[config.mk]
export PLATFORM = sky130hd
export DESIGN_NAME = framebuffer_scanner
export DESIGN_NICKNAME = d
export VERILOG_FILES = /design/src/rtl/lamp_pkg.sv /design/src/rtl/led_shifter.sv /design/src/rtl/framebuffer_scanner.sv
export SDC_FILE = /design/constraint.sdc
export NUM_CORES = 1
export LEC_CHECK = 0
export ABC_CLOCK_PERIOD_IN_PS = 2200
export BUFFER_PORTS_ARGS = -buffer_cell sky130_fd_sc_hd__buf_2
export CORE_MARGIN = 3
export CORE_UTILIZATION = 55
export DETAILED_ROUTE_END_ITERATION = 6
export GPL_TIMING_DRIVEN = 0
export MAX_ROUTING_LAYER = met4
export PLACE_DENSITY = 0.86
export SYNTH_ARGS = -nofsm -noshare
export SYNTH_HDL_FRONTEND = slang
export SYNTH_SLANG_ARGS = --single-unit
export TNS_END_PERCENT = 10
[constraint.sdc]
create_clock -name i_clk -period 2.2 [get_ports i_clk]
set_input_delay 0.11 -clock i_clk [delete_from_list [all_inputs] [get_ports i_clk]]
set_output_delay 0.11 -clock i_clk [all_outputs]
set_load 0.02 [all_outputs]
[src/rtl/lamp_pkg.sv]
`default_nettype none
// ============================================================================
// lamp_pkg : shared types and constants for the LED framebuffer read side
// Rev 1.0  : initial release
// ============================================================================
package lamp_pkg;

  typedef enum logic [2:0] {
    ST_IDLE  = 3'd0,
    ST_FETCH = 3'd1,
    ST_SHIFT = 3'd2,
    ST_LATCH = 3'd3,
    ST_DONE  = 3'd4
  } state_t;

  localparam int c_ch_per_board = 32;

  // Counter width for a modulus of n, never narrower than one bit.
  function automatic int clog2_min1(input int n);
    return (n <= 2) ? 1 : $clog2(n);
  endfunction

endpackage
`default_nettype wire

[src/rtl/led_shifter.sv]
`default_nettype none
// ============================================================================
// led_shifter : word load/shift register with serial clock divider, MSB first
// Rev 1.0     : initial release
// ============================================================================
module led_shifter
  import lamp_pkg::*;
#(
  parameter int c_bpc = 12,
  parameter int c_div = 2
) (
  input  logic             i_clk,
  input  logic             i_rst,
  input  logic             i_load,
  input  logic [c_bpc-1:0] i_word,
  output logic             o_sclk,
  output logic             o_sdata,
  output logic             o_word_done
);

  localparam int c_bit_w = clog2_min1(c_bpc);
  localparam int c_div_w = clog2_min1(c_div);
  localparam logic [c_bit_w-1:0] c_bit_last = c_bit_w'(c_bpc - 1);
  localparam logic [c_bit_w-1:0] c_bit_one  = c_bit_w'(1);
  localparam logic [c_div_w-1:0] c_div_last = c_div_w'(c_div - 1);
  localparam logic [c_div_w-1:0] c_div_one  = c_div_w'(1);

  logic [c_bpc-1:0]   sreg_q, sreg_d;
  logic [c_bit_w-1:0] bcnt_q, bcnt_d;
  logic [c_div_w-1:0] div_q, div_d;
  logic               sclk_q, sclk_d;
  logic               active_q, active_d;
  logic               phase_end;

  always_comb begin
    sreg_d      = sreg_q;
    bcnt_d      = bcnt_q;
    div_d       = div_q;
    sclk_d      = sclk_q;
    active_d    = active_q;
    phase_end   = active_q && (div_q == c_div_last);
    // Word end is the last edge of the final high phase; the FSM acts on the same edge.
    o_word_done = phase_end && sclk_q && (bcnt_q == '0);
    if (i_load) begin
      sreg_d   = i_word;
      bcnt_d   = c_bit_last;
      div_d    = '0;
      sclk_d   = 1'b0;
      active_d = 1'b1;
    end else if (phase_end) begin
      div_d = '0;
      if (!sclk_q) begin
        sclk_d = 1'b1;
      end else begin
        sclk_d = 1'b0;
        sreg_d = {sreg_q[c_bpc-2:0], 1'b0};
        if (bcnt_q == '0) begin
          active_d = 1'b0;
        end else begin
          bcnt_d = bcnt_q - c_bit_one;
        end
      end
    end else if (active_q) begin
      div_d = div_q + c_div_one;
    end
  end

  always_ff @(posedge i_clk or posedge i_rst) begin
    if (i_rst) begin
      sreg_q   <= '0;
      bcnt_q   <= '0;
      div_q    <= '0;
      sclk_q   <= 1'b0;
      active_q <= 1'b0;
    end else begin
      sreg_q   <= sreg_d;
      bcnt_q   <= bcnt_d;
      div_q    <= div_d;
      sclk_q   <= sclk_d;
      active_q <= active_d;
    end
  end

  // Fully shifted register reads zero, so data idles low between words.
  assign o_sclk  = sclk_q;
  assign o_sdata = sreg_q[c_bpc-1];

endmodule
`default_nettype wire

[src/rtl/framebuffer_scanner.sv]
`default_nettype none
// ============================================================================
// framebuffer_scanner : walks the framebuffer top-down, serialises every word
//                       into the LED driver chain and strobes the latch
// Rev 1.0             : initial release
// ============================================================================
module framebuffer_scanner
  import lamp_pkg::*;
#(
  parameter int c_ledboards = 30,
  parameter int c_bpc       = 12,
  parameter int c_channels  = c_ledboards * c_ch_per_board,
  parameter int c_addr_w    = $clog2(c_channels),
  parameter int c_div       = 2,
  parameter int c_latch     = 4
) (
  input  logic                i_clk,
  input  logic                i_rst,
  input  logic                i_start,
  output logic [c_addr_w-1:0] o_raddr,
  input  logic [c_bpc-1:0]    i_rdata,
  output logic                o_sclk,
  output logic                o_sdata,
  output logic                o_latch,
  output logic                o_busy,
  output logic                o_done
);

  localparam int c_lat_w = clog2_min1(c_latch);
  localparam logic [c_lat_w-1:0]  c_lat_last  = c_lat_w'(c_latch - 1);
  localparam logic [c_lat_w-1:0]  c_lat_one   = c_lat_w'(1);
  localparam logic [c_addr_w-1:0] c_addr_last = c_addr_w'(c_channels - 1);
  localparam logic [c_addr_w-1:0] c_addr_one  = c_addr_w'(1);

  state_t              state_q, state_d;
  logic [c_addr_w-1:0] raddr_q, raddr_d;
  logic [c_lat_w-1:0]  lcnt_q, lcnt_d;
  logic                fetch_q, fetch_d;
  logic                latch_q, latch_d;
  logic                busy_q, busy_d;
  logic                done_q, done_d;
  logic                shift_load;
  logic                word_done;

  always_comb begin
    state_d    = state_q;
    raddr_d    = raddr_q;
    lcnt_d     = lcnt_q;
    fetch_d    = fetch_q;
    latch_d    = latch_q;
    busy_d     = busy_q;
    done_d     = 1'b0;
    shift_load = 1'b0;
    unique case (state_q)
      ST_IDLE: begin
        if (i_start) begin
          busy_d  = 1'b1;
          raddr_d = c_addr_last;
          fetch_d = 1'b0;
          state_d = ST_FETCH;
        end
      end
      ST_FETCH: begin
        // Second cycle: the registered read port now presents the word.
        if (fetch_q) begin
          shift_load = 1'b1;
          fetch_d    = 1'b0;
          state_d    = ST_SHIFT;
        end else begin
          fetch_d = 1'b1;
        end
      end
      ST_SHIFT: begin
        if (word_done) begin
          if (raddr_q == '0) begin
            latch_d = 1'b1;
            lcnt_d  = '0;
            state_d = ST_LATCH;
          end else begin
            raddr_d = raddr_q - c_addr_one;
            fetch_d = 1'b0;
            state_d = ST_FETCH;
          end
        end
      end
      ST_LATCH: begin
        if (lcnt_q == c_lat_last) begin
          latch_d = 1'b0;
          busy_d  = 1'b0;
          done_d  = 1'b1;
          state_d = ST_DONE;
        end else begin
          lcnt_d = lcnt_q + c_lat_one;
        end
      end
      ST_DONE: begin
        state_d = ST_IDLE;
      end
      default: begin
        state_d = ST_IDLE;
      end
    endcase
  end

  always_ff @(posedge i_clk or posedge i_rst) begin
    if (i_rst) begin
      state_q <= ST_IDLE;
      raddr_q <= '0;
      lcnt_q  <= '0;
      fetch_q <= 1'b0;
      latch_q <= 1'b0;
      busy_q  <= 1'b0;
      done_q  <= 1'b0;
    end else begin
      state_q <= state_d;
      raddr_q <= raddr_d;
      lcnt_q  <= lcnt_d;
      fetch_q <= fetch_d;
      latch_q <= latch_d;
      busy_q  <= busy_d;
      done_q  <= done_d;
    end
  end

  led_shifter #(
    .c_bpc (c_bpc),
    .c_div (c_div)
  ) u_shifter (
    .i_clk       (i_clk),
    .i_rst       (i_rst),
    .i_load      (shift_load),
    .i_word      (i_rdata),
    .o_sclk      (o_sclk),
    .o_sdata     (o_sdata),
    .o_word_done (word_done)
  );

  assign o_raddr = raddr_q;
  assign o_latch = latch_q;
  assign o_busy  = busy_q;
  assign o_done  = done_q;

endmodule
`default_nettype wire

Yosys cells after proc, flatten, opt, wreduce, memory -nomap -nowiden
Cells that the tools add are included.
Widths: inputs -> output; s select.
Word-level totals
  output and inout bits: 15
  bits of input ports: 15
  register bits: 38
Operators by class
  reduce and logical (&&, ||, !) cells: 23
  equality and inequality tests: 12
  $add $sub $neg: 4
  muxes and demuxes: 46
Operators by type and width (count)
  $mux 12: 3
  $mux 10: 3
  $mux 1: 22
  $pmux 10 s2: 1
  $reduce_and 4->1: 5
  $mux 4: 4
  $ne 2x2->1 const B: 7
  $mux 3: 4
  $pmux 3 s4: 1
  $reduce_bool 2->1: 6
  $logic_not 10->1: 1
  $sub 10x1->10 const B: 1
  $reduce_and 3->1: 3
  $mux 2: 4
  $eq 3x2->1 const B: 2
  $reduce_bool 3->1: 2
  $logic_not 4->1: 1
  $pmux 1 s2: 2
  $pmux 2 s2: 1
  $sub 4x1->4 const B: 1
  $eq 3x1->1 const B: 1
  $logic_and 1x1->1: 3
  $logic_not 3->1: 1
  $pmux 1 s3: 1
  other kinds (5): 5

Logic depth before layout (Yosys ltp)
  depth in word-level cells: 5
  depth in mapped cells: 7
  mapped depth without buffers: 6

By module
From an unflattened synthesis, not the netlist that was laid out.
Unflattened totals
  cell total of the unflattened synthesis: 199
  area, all modules: 1936.9 sq um
By module, submodules not included
  framebuffer_scanner: area an instance 1033.5 sq um, cells an instance 110, sequential area each 475.5 sq um, instances 1
  led_shifter: area an instance 903.4 sq um, cells an instance 89, sequential area each 475.5 sq um, instances 1

Worst setup path after synthesis
Ideal clock, no wire load.
  path type: reg-to-reg
  start point: register raddr_q[0] (netlist: o_raddr[0])
  end point: register raddr_q[7] (netlist: o_raddr[7])
  clock period less this slack: 1.946 ns
  buffers on the path: 0
  cell stages (with the launch flop): 7
  setup time: 0.131 ns
  path slack: 0.254 ns
  arrival time: 1.815 ns
  cells stage by stage: dfrtp_1 > inv_1 > ha_1 > nand4bb_1 > o211ai_1 > o31a_1 > or3_1
On the way
  word-level cells in the longest chain between the ends: 4
  elaborated cells on any way between the ends: 7
RTL lines
  start: declaration: line framebuffer_scanner.sv:36  | logic [c_addr_w-1:0] raddr_q, raddr_d;
  start signal: assignment: line framebuffer_scanner.sv:116  | raddr_q <= raddr_d;
  $sub 10x1->10: line framebuffer_scanner.sv:80  | raddr_d = raddr_q - c_addr_one;
  $mux 10: line framebuffer_scanner.sv:75  | if (raddr_q == '0) begin
  $mux 10: line framebuffer_scanner.sv:74  | if (word_done) begin
  $pmux 10 s2: line framebuffer_scanner.sv:54  | unique case (state_q)
Several ways; a longest one is shown, not always the timed one. The select of a mux whose other input is x is not followed.
A chain may end at the register's enable or synchronous reset.

Final worst setup path
  start point: register state_q[2]
  end point: register raddr_q[1] (netlist: o_raddr[1])
On the way
  word-level cells in the longest chain between the ends: 3
  elaborated cells on any way between the ends: 8
RTL lines
  start: declaration: line framebuffer_scanner.sv:35  | state_t state_q, state_d;
  start signal: assignment: line framebuffer_scanner.sv:115  | state_q <= state_d;
  $eq 3x2->1 or $logic_not 3->1 (tied branches): line framebuffer_scanner.sv:54
  $ne 2x2->1 (no line), or another cell as far along
  $reduce_and 4->1 (no line)
Several ways; a longest one is shown, not always the timed one.

==> metrics <==
status=complete, no violations; routed vias/inst=roughly 5.8; CP max stage delay=about 0.37 ns; combinational share of power=between 40% and 50%; drt initial violations=about 130; Fin Hold WS=around 0.015 ns; port buffer count=29; syn nets=250; setup bufs post-CTS=0; largest net degree at the start of global routing=39; r2r worst-path depth=5; Post-synth EDFFs=0; Post-Synth Simple-Gate Area=roughly 29%; Cell Count, Final, Fillers Out=between 300 and 400; setup TNS=0 ns; WL final=about 4700 um; Reg-to-Reg End=o_raddr[1]; Die X=approximately 67 um; Worst Hold End=u_shifter.sreg_q[0]; I/O pin count=30; Slew @ Worst Pin=0.7656 ns; ys async rst share=100.0%; layout cells sized above 1=between 10% and 20%; core area=about 3500 um^2; register share of total power=a little under two fifths; vias in the first global route=~1,700; final net count=approximately 290; Clock Tree Buf Depth=2; Post-Synthesis Cells=between 200 and 250; worst clock skew=~0.0065 ns; most used cell, CP=clkbuf_1; VDD IR max=between 0.0007 and 0.0008 V; Critical path origin=state_q[2]; GRT Overall Usage=a little under a quarter; Clk pwr share=roughly a fifth; Final Util=around 70%; initial antenna violation count=0; RR Startpoint=state_q[2]; Top Family by Delay on Critical Path=simple AND/OR/NAND/NOR gates; Synth Area in Adders=3.043%; placer congestion estimate=around 0.94; relative slew slack=between 40 and 50%; CP startpoint kind=register; Seq. cell area=roughly 950 um^2; row cnt=21; Yosys cell types=44; maximum fanout along the worst path=10; final hold violation count=0; Routed Antenna Nets=0; largest family of logic cells by synthesized area=simple AND/OR/NAND/NOR gates; register clock-pin slew on the reported worst setup and hold paths=~0.070 ns; Post-Synth XOR/XNOR Area=approximately 2.1%; CTS root buffer=clkbuf_8; Syn. warnings=0; CTS tree=built; CP Class=register to register; post-synthesis mux area share=between 3 and 4%; synthesis-to-layout area growth=16.92%; Final Critical Period=2.012 ns; hold_sp=i_rdata[0]; Crit. End Element=register; design area=around 2400 um^2; Filler Cell Count=about 280; Avg Cell Area, Syn=8.938 um^2; vias=1,801; NetSw=approximately 1.3 mW; worst reg2reg setup slack=roughly 0.19 ns; worst-path cell chain=clkbuf_1 -> or2_2 -> clkbuf_1 -> nor3_1 -> mux2_1; CTS Sinks=38; crit share post-route=between 90 and 100%; area occupied by multi-input gates=1050 um^2; max cap viols=0; Antenna Cells=0; post-DP HPWL=3383 um; first-pass GRT wire length=around 7600 um; Avg WL per Cell=between 10 and 15 um; CTS buffer count=5; power per cell area=between 1000 and 1500 nW/um^2; total grt overflow=0; CP max-delay cell=nor3_1; Worst EP required=between 2 and 2.5 ns; Die Y=around 67 um; Worst EP arrival=2.19 ns; placed cell areas=between 2000 and 2500 um^2; die area=about 4500 um^2; Net Sw Frac=41.08%; Setup-failing EPs final=0; Seq/Total Area, Yosys=a little under half; CTS H-tree lvls=2; worst skew pair latency=0.29 ns; DRC violations left=0; WHS Path Cells=3; Synth Register Bits=38; Worst Hold Class=input pin to register; dpl cells=~310; ys flop type=dfrtp_1; fmax=around 500 MHz; P_int=between 1.5 and 2 mW; Initial Utilization=between 50% and 60%; cell area after synthesis=around 2100 um^2; Final Max Tran Viols=0; 1st-pass router iterations=4; Buf/Inv on CP=2; RSZ-0062 raised after global routing=false; static leakage power=between 1 and 1.5 nW; Synth Area in Compound Gates=between 10% and 20%
sequential cells by signal, summed over array words and instances, names as in the netlist, 2 cells and up:
| signal | cells |
|---|---|
| u_shifter.sreg_q | 12 |
| o_raddr | 10 |
| u_shifter.bcnt_q | 4 |
| state_q | 3 |
| lcnt_q | 2 |
per-layer routing:
metal / wire length [um] / global-route usage [%]
met1: 2018 / 26.87
met3: 206 / 5.324
met2: 2366 / 37.30
met5: 0 / -
met4: 82 / 9.620
worst register-to-register path: stages (launching register included):
cell and delay, ns:
dfrtp_1 0.36, clkbuf_1 0.20, or2_2 0.36, clkbuf_1 0.24
nor3_1 0.37, mux2_1 0.37
through the flow:
step	total power [mW]	setup slack, ns
global route	3.353	0.08462
floorplan	2.142	0.2535
detailed placement	2.501	0.1355
global placement	2.414	0.1418
CTS	3.111	0.09245
finish	3.117	0.1885
Yosys cell counts, drive strengths merged (2+ instances only):
cell type / instances / area share [%]
nand2: 39 / 7.1
dfrtp: 38 / 46
nor2: 30 / 5.5
a31oi: 12 / 4.0
clkbuf: 10 / 1.8
inv: 8 / 1.5
nand3: 8 / 1.9
nor3: 8 / 2.5
nor4: 7 / 2.4
mux2i: 6 / 2.9
nor2b: 6 / 1.8
ha: 5 / 3.0
a21oi: 4 / 0.97
nand2b: 4 / 1.2
o21ai: 4 / 0.97
and3: 3 / 0.91
o211ai: 3 / 1.1
or3: 3 / 0.91
xor2: 3 / 1.3
a21o: 2 / 0.73
a221oi: 2 / 0.85
and2: 2 / 0.61
buf: 2 / 0.49
nand4: 2 / 0.61
o31a: 2 / 0.85
o31ai: 2 / 1.4
or2: 2 / 0.61
or4: 2 / 0.91
xnor2: 2 / 0.85
repair_timing:
item / in CTS / in global routing
resized for setup: 0 / 4
endpoints found under the setup margin: 0 / 4
hold endpoints to repair: 38 / 0
hold buffers: 1 / 0
layout make-up:
class,instances,area share [%]
clock inverter,1,1.249
clock buffer,6,3.436
inverter,8,1.249
buffer,12,1.978
multi-input combinational,172,43.68
timing repair buffer,30,6.455
sequential,38,39.56
tap,46,2.395
power by group through the flow:
stage / logic (mW) / clock network, mW / registers [mW]
3_3_place_gp: 1.26 / 0 / 1.15
5_1_grt: 1.51 / 0.633 / 1.21
6_report: 1.34 / 0.601 / 1.17
4_1_cts: 1.34 / 0.610 / 1.16
2_1_floorplan: 0.958 / 0 / 1.18
3_5_place_dp: 1.33 / 0 / 1.17
worst max-delay path by stage:
stage                            end  depth (start not counted)
after floorplan           o_raddr[7]                          6
after global routing      o_raddr[1]                          5
after CTS                 state_q[1]                          6
final                     o_raddr[1]                          5
after global placement    o_raddr[3]                          7
after detailed placement  o_raddr[3]                          7
cells by family (layout without fill, tap and decap cells):
group / Yosys count / count (layout)
XOR/XNOR: 5 / 5
adder cells (fa/ha/maj): 5 / 5
buffers and inverters: 20 / 57
multiplexers: 7 / 7
AO/OA/AOI/OAI: 35 / 35
flip-flops: 38 / 38
AND/OR/NAND/NOR: 120 / 120
cell usage in the layout, fill, tap and decap left out, types with 4 or more instances in the layout:
cell type / count
nor2b_1: 6
clkbuf_8: 6
buf_2: 31
a21oi_1: 4
nor3_1: 7
nand2_1: 39
nor2_1: 30
mux2i_1: 6
nand3_1: 8
clkbuf_1: 10
dfrtp_1: 38
ha_1: 5
inv_1: 7
nor4_1: 5
a31oi_1: 11
nand2b_1: 4
Note: power is estimated with default switching activity, not from simulation.
